### config.mk
export PLATFORM = sky130hd
export DESIGN_NAME = led_ring_decoder
export DESIGN_NICKNAME = d
export VERILOG_FILES = /design/src/rtl/led_ring_decoder.sv
export SDC_FILE = /design/constraint.sdc
export NUM_CORES = 1
export LEC_CHECK = 0
export ABC_CLOCK_PERIOD_IN_PS = 3000
export CORE_UTILIZATION = 48
export CTS_BUF_LIST = sky130_fd_sc_hd__clkbuf_16
export DETAILED_ROUTE_END_ITERATION = 12
export PLACE_DENSITY = 0.9
export SLEW_MARGIN = 25
export SYNTH_ARGS = -nofsm -noshare
export SYNTH_HDL_FRONTEND = slang
export SYNTH_SLANG_ARGS = --single-unit
export TNS_END_PERCENT = 100
### constraint.sdc
create_clock -name clk -period 3 [get_ports clk]
set_clock_uncertainty 0.2 [all_clocks]
set_input_delay 0.6 -clock clk [delete_from_list [all_inputs] [get_ports clk]]
set_output_delay 0.6 -clock clk [all_outputs]
set_load 0.1 [all_outputs]
### src/rtl/led_ring_decoder.sv
// LED ring decoder: tracks a left-rotating one-hot pattern on an 8-bit LED bus,
// counts completed laps (7->0 wraps) and flags malformed or out-of-order samples.
//
//   state  | meaning
//   SEARCH | no valid position known; waiting for a one-hot sample
//   TRACK  | locked onto the ring; pos holds the last lit index
module led_ring_decoder #(
  parameter int CNT_W = 8
) (
  input  logic             clk,
  input  logic             rst,
  input  logic [7:0]       led_in,
  input  logic             sample_en,
  input  logic             clr,
  output logic [2:0]       pos,
  output logic             pos_valid,
  output logic [CNT_W-1:0] lap_count,
  output logic             err_onehot,
  output logic             err_seq,
  output logic [CNT_W-1:0] err_count
);

  typedef enum logic {
    SEARCH = 1'b0,
    TRACK  = 1'b1
  } state_t;

  state_t           r_state;
  logic [2:0]       r_pos;
  logic             r_pos_valid;
  logic [CNT_W-1:0] r_lap_count;
  logic             r_err_onehot;
  logic             r_err_seq;
  logic [CNT_W-1:0] r_err_count;

  logic       w_onehot;
  logic [2:0] w_idx;
  logic [2:0] w_pos_next;
  logic       w_step;
  logic       w_lap_inc;
  logic       w_err_onehot;
  logic       w_err_seq;
  logic       w_err_inc;

  // Exactly one bit set: nonzero and clearing the lowest set bit leaves nothing.
  assign w_onehot = (led_in != 8'h00) && ((led_in & (led_in - 8'd1)) == 8'h00);

  // Index of the lit bit; only meaningful when w_onehot is high.
  always_comb begin
    w_idx = 3'd0;
    for (int i = 0; i < 8; i++) begin
      if (led_in[i]) w_idx = 3'(i);
    end
  end

  // 3-bit add wraps 7 -> 0, matching the ring rotation.
  assign w_pos_next   = r_pos + 3'd1;
  assign w_step       = (w_idx == w_pos_next);
  assign w_lap_inc    = sample_en && (r_state == TRACK) && w_onehot && w_step && (r_pos == 3'd7);
  assign w_err_onehot = sample_en && !w_onehot;
  assign w_err_seq    = sample_en && (r_state == TRACK) && w_onehot && !w_step && (w_idx != r_pos);
  assign w_err_inc    = w_err_onehot || w_err_seq;

  // FSM, position tracking, error pulses and saturating counters.
  always_ff @(posedge clk) begin
    if (rst) begin
      r_state      <= SEARCH;
      r_pos        <= 3'd0;
      r_pos_valid  <= 1'b0;
      r_lap_count  <= '0;
      r_err_onehot <= 1'b0;
      r_err_seq    <= 1'b0;
      r_err_count  <= '0;
    end else begin
      r_err_onehot <= w_err_onehot;
      r_err_seq    <= w_err_seq;

      if (sample_en) begin
        if (!w_onehot) begin
          // Lose lock but keep the last position visible for debug.
          r_state     <= SEARCH;
          r_pos_valid <= 1'b0;
        end else begin
          // Legal step, stall and resync all end up at the sampled index.
          r_state     <= TRACK;
          r_pos_valid <= 1'b1;
          r_pos       <= w_idx;
        end
      end

      if (clr) begin
        r_lap_count <= '0;
        r_err_count <= '0;
      end else begin
        if (w_lap_inc && (r_lap_count != '1)) r_lap_count <= r_lap_count + CNT_W'(1);
        if (w_err_inc && (r_err_count != '1)) r_err_count <= r_err_count + CNT_W'(1);
      end
    end
  end

  assign pos        = r_pos;
  assign pos_valid  = r_pos_valid;
  assign lap_count  = r_lap_count;
  assign err_onehot = r_err_onehot;
  assign err_seq    = r_err_seq;
  assign err_count  = r_err_count;

endmodule

Word-level counts from Yosys, hierarchy flattened. Index checks and enable logic that the tools add are counted. W data, S select, Z words.

Register bits: 22. Latch bits: 0. Bits in writable memories: 0. ROM bits: 0. Logic and storage cells: 41. Memories: 0.

Add/subtract/negate cells: 4. Multiply operators: 0. Div/mod/pow operators: 0. Order comparisons: 0. Equal/unequal tests: 5. Shifts and indexed selects: 0. Muxes and demuxes: 8. Bitwise logic cells: 1. Reductions and logical operators: 17.

Operators with widths (number): $add A8 B1 Y8 const B (2); $ne A8 B8 Y1 const B (2); $mux W3 (4); $logic_and A1 B1 Y1 (10); $and A8 B8 Y8 (1); $logic_not A8 Y1 (1); $reduce_bool A8 Y1 (1); $sub A8 B1 Y8 const B (1); $mux W2 (2); $add A3 B1 Y3 const B (1); $eq A3 B3 Y1 (1); $eq A3 B3 Y1 const B (1); $ne A3 B3 Y1 (1); $logic_not A1 Y1 (2); $mux W1 (2); $reduce_and A2 Y1 (1); $reduce_or A2 Y1 (1); $logic_or A1 B1 Y1 (1).

Logic depth before layout (Yosys ltp). Gate-level depths: netlist (run 1).

Depth after elaboration: 13. Mapped depth: 10. Depth with buffers taken out: 9.

Least setup slack after synthesis (run 1). No wires, ideal clock.

Kind: register -> register. Start point: reg r_pos[1], in the netlist pos[1]. End point: reg r_lap_count[3], in the netlist lap_count[3]. Library setup time: 0.122 ns. Data arrival time: 2.981 ns. Required time: 2.678 ns. Setup slack: -0.303 ns. Cell stages (with the launch flop): 9. Buffers on the path: 0. Period minus slack after synthesis: 3.303 ns. Cells stage by stage: dfxtp_1 -> ha_1 -> or4b_1 -> o22ai_1 -> a21oi_1 -> a2111o_1 -> a31oi_4 -> nand4_1 -> mux2i_1.

Word-level cells in the longest chain between the ends: 5. Elaborated cells on any way between the ends: 6. Classes of those cells: 1 x add/sub; 2 x eq/ne; 3 x reduce/logical.

Ends and longest elaborated chain: start: declaration (line 29) `logic [2:0] r_pos;`; start signal: assignment (line 87) `r_pos <= w_idx;`; $add A3 B1 Y3 (line 57) `assign w_pos_next = r_pos + 3'd1;`; $eq A3 B3 Y1 (line 58) `assign w_step = (w_idx == w_pos_next);`; $logic_and A1 B1 Y1 (line 59) `assign w_lap_inc = sample_en && (r_state == TRACK) && w_onehot && w_step && (r_pos == 3'd7);`; $logic_and A1 B1 Y1 (*) (line 59); $logic_and A1 B1 Y1 (*) (line 95) `if (w_lap_inc && (r_lap_count != '1)) r_lap_count <= r_lap_count + CNT_W'(1);`; end signal: assignment (line 95); end: declaration (line 31) `logic [CNT_W-1:0] r_lap_count;`.

Mark *: on every way between the ends. The rest lies on a longest branch, timed or not. A chain may end at the register's enable or synchronous reset.

Worst setup path in the final report (run 1).
Start point: in led_in[3]. End point: reg r_lap_count[5], in the netlist lap_count[5].

Word-level cells in the longest chain between the ends: 9. Elaborated cells on any way between the ends: 15. Classes of those cells: 1 x add/sub; 1 x eq/ne; 5 x mux; 1 x bitwise; 7 x reduce/logical.

Ends and longest elaborated chain: start: declaration (line 12) `input logic [7:0] led_in,`; branches (longest 6 deep; another with $sub A8 B1 Y8); $logic_and A1 B1 Y1 (*) (2 in a row) (line 59); $logic_and A1 B1 Y1 (*) (line 95).

Mark *: on every way between the ends.

==> results of run 1 <==
==> power groups by stage <==
stage | sequential, W | combinational [W] | clock (W)
global placement | 0.000303 | 0.0000978 | 0
detailed placement | 0.000303 | 0.0000994 | 0
finish | 0.000295 | 0.000110 | 0.000373
floorplan | 0.000318 | 0.0000371 | 0
CTS | 0.000297 | 0.000101 | 0.000376
global route | 0.000295 | 0.000117 | 0.000387
==> cells in the mapped netlist, types with 4 or more instances <==
library cell	number	area share, %
nand2_1	18	5.1
and3_1	4	1.9
nand2b_1	4	1.9
ha_1	4	3.8
a21oi_1	11	4.1
nand3_1	8	3.0
dfxtp_1	22	33
or3_1	6	2.8
a31o_2	4	2.6
nand4_1	5	2.3
mux2i_1	8	6.0
nor2_1	23	6.5
clkbuf_1	5	1.4
nor3_1	5	1.9
o21ai_0	4	1.5
==> worst paths after layout <==
| check | slack, ps | endpoint |
|---|---|---|
| setup / recovery | 80 | lap_count[5] |
| hold / removal | 300 | err_count[6] |
| setup reg to reg | 90 | lap_count[5] |
| hold reg to reg | 300 | err_count[6] |
==> layout by cell type (no fill, tap or decap), drive strengths merged, types with 2 or more instances in the layout <==
cell type / n
a2111o: 3
or2: 3
o21ai: 4
nand3: 8
inv: 3
nand2: 18
nor2: 23
ha: 4
o31ai: 2
clkbuf: 3
o22ai: 3
nand2b: 4
or4b: 2
o211ai: 2
or4: 2
a31o: 4
dfxtp: 22
nand4: 5
xnor2: 2
nor4b: 3
dlymetal6s2s: 5
nor3: 5
or3: 6
buf: 45
a21oi: 11
mux2i: 8
and3: 4
clkdlybuf4s50: 6
==> routing by layer <==
layer  track usage (%)  up-vias
li1                  -      716
met1              32.7      735
met2              45.2       81
met4              10.3        0
met5                 0        -
met3              5.00       15
==> flip-flops by register name, indices dropped and copies added, names as in the netlist <==
name,cells
err_count,8
err_onehot,1
err_seq,1
lap_count,8
pos,3
pos_valid,1
==> final cells by class <==
class / count / area, um^2
Tap cell: 30 / 37.5
Multi-Input combinational cell: 134 / 922
Clock buffer: 3 / 75.1
Clock inverter: 1 / 30.0
Sequential cell: 22 / 449
Timing Repair Buffer: 56 / 468
Fill cell: 163 / 552
Inverter: 3 / 11.3
==> worst min-delay path, stage by stage, from the launching register on <==
cell     delay, ps
dfxtp_1        330
nand2_1         60
mux2i_1         60
==> cell families (layout without fill, tap and decap cells) <==
logic type      Yosys count  after routing  synth area share (%)
simple gates             84             84                  32.2
compound gates           34             34                  18.5
fa+ha+maj                 4              4                  3.76
buf+inv                  10             63                  3.38
flops                    22             22                  33.1
mux                       9              9                  7.14
xor+xnor                  3              3                  1.97
==> per-stage QoR <==
step	power, W	std cells	hold WS [ps]
floorplan	0.000355	166	538
global placement	0.000401	242	274
detailed placement	0.000403	242	289
CTS	0.000774	246	302
global route	0.000800	249	330
finish	0.000779	249	298
==> repair_timing <==
action,in CTS,in global routing
setup endpoints to repair,0,13
buffers inserted,0,3
gates resized for setup,0,23
==> impl_results.md, run 1 <==
* P per Cell Area at just under 400 mW/mm^2
* Starting DRT DRC Count at 89
* Static leakage at approximately 0.87 nW
* Critical path required time at 2940 ps
* WP buf/inv at 1
* Post-synth EDFFs at 0
* Synth warn at 0
* Syn avg cell area at between 8 and 9 um^2
* CP Cell Sequence: clkdlybuf4s50_1 > nor2_2 > nand2_1 > a2111o_1 > a2111o_1 > a31oi_4 > nand4_1 > mux2i_1
* Drt wl/cell at 17.3 um
* Layout cell share with drive strength beyond 1 at 33.8%
* Most common cell on crit path: a2111o_1
* Worst-Skew Late Latency at 260 ps
* Worst-Margin Slew at between 300 and 400 ps
* Status: completed
* Hold Crit Class: register to register
* TNS Setup at 0 ps
* Area after DPL at 0.00177 mm^2
* Slowest stage delay, CP at ~540 ps
* Max-cap viol count at 0
* GRT Util Overall at 26.6%
* Final core occ at 78.3%
* Crit Path Category: input pin to register
* Setup crit end kind: register
* Vias in the first global route at roughly 1300
* Clk slew on worst S/H paths at about 60 ps
* Final Cell Area at approximately 0.0020 mm^2
* Largest net degree at the start of global routing at 14
* Worst r2r src: pos[1]
* Hold Buf Count CTS at 0
* Core Area at roughly 0.0025 mm^2
* Sequential share of power at about 38%
* Critical path's slowest cell: clkdlybuf4s50_1
* Distinct cell type count after synthesis at 37
* Ys async rst share at 0%
* H-tree Lvls at 1
* Register area share after synthesis at 33.1%
* Final Setup Violations at 0
* HP Start: err_count[6]
* Sw Ratio at between 20 and 25%
* Routability cong. at 0.871
* R2r worst-path depth at 9
* Routed wire length at 4320 um
* Hold Violations, Final at 0
* Internal power at just over 0.0006 W
* Top delay family on crit path: compound AO/OA/AOI/OAI gates
* Rows at 18
* Wire length on met1 at ~1800 um
* First-pass GRT wire length at about 5700 um
* Post-route ant nets at 0
* Flip-flop and latch count after synthesis at 22
* Syn nets at between 150 and 200
* Initial antenna violation count at 0
* Drc violations at 0
* Detail Route met2 WL at roughly 2100 um
* CTS buffer count at 3
* Tcrit/Tclk final at 97.5%
* Sink Count at 22
* Synth-to-layout area growth at 49.6%
* Crit-path max FO at 7
* CTS tree: done
* Peak VDD IR at 0.355 mV
* Synthesized area at about 0.0013 mm^2
* Most used DFF post-synth: dfxtp_1
* Clock power frac at a little under half
* IO Pins at 34
* Setup ws final at about 75 ps
* DR pass1 iterations at 4
* Met3 WL post-DR at between 300 and 400 um
* CP arrival at 2870 ps
* Switching power total at approximately 0.00017 W
* Clk root buf: clkbuf_16
* Crit. Startpoint: led_in[3]
* Max Buffers Root-to-Sink at 2
* Fin. max-slew vios at 0
* Die ar. at 0.00299 mm^2
* Minimum clock period at approximately 2900 ps
* Die Height at ~55 um
* WHS Path Cells at 2
* Final nets at between 200 and 250
* Die width at 54.7 um
* Achievable Freq at between 0.3 and 0.4 GHz
* Grt ovf at 0
* Critical Path Start Type: input pin
* Number of port buffers at 33
* Post-Syn Instances at ~170
* Slew Limit Headroom at 74.7%
* Top routing layer used: met4
* Hpwl dp at around 2600 um
* Diodes inserted at 0
* Starting Density at 52.4%
* Vias post-DR at around 1500
* Post-Place Worst Slack at -216 ps
* Number of cells on the critical path at 8
* Combinational share of power at between 10% and 20%
* Detailed-route vias per instance at a little over 6
Note: power is estimated with default switching activity, not from simulation.
==> run 2: changes to the inputs <==
--- a/config.mk
+++ b/config.mk
@@ -6,6 +6,7 @@
 export NUM_CORES = 1
 export LEC_CHECK = 0
 export ABC_CLOCK_PERIOD_IN_PS = 3000
+export CORE_MARGIN = 1
 export CORE_UTILIZATION = 48
 export CTS_BUF_LIST = sky130_fd_sc_hd__clkbuf_16
 export DETAILED_ROUTE_END_ITERATION = 12
==> results of run 2 <==
Final layout, timing and power as in run 1 (identical DEF).
==> run 3: changes to the inputs <==
--- a/config.mk
+++ b/config.mk
@@ -15,4 +15,3 @@
 export SYNTH_ARGS = -nofsm -noshare
 export SYNTH_HDL_FRONTEND = slang
 export SYNTH_SLANG_ARGS = --single-unit
-export TNS_END_PERCENT = 100
==> results of run 3 <==
Final layout, timing and power as in run 1 (identical DEF).
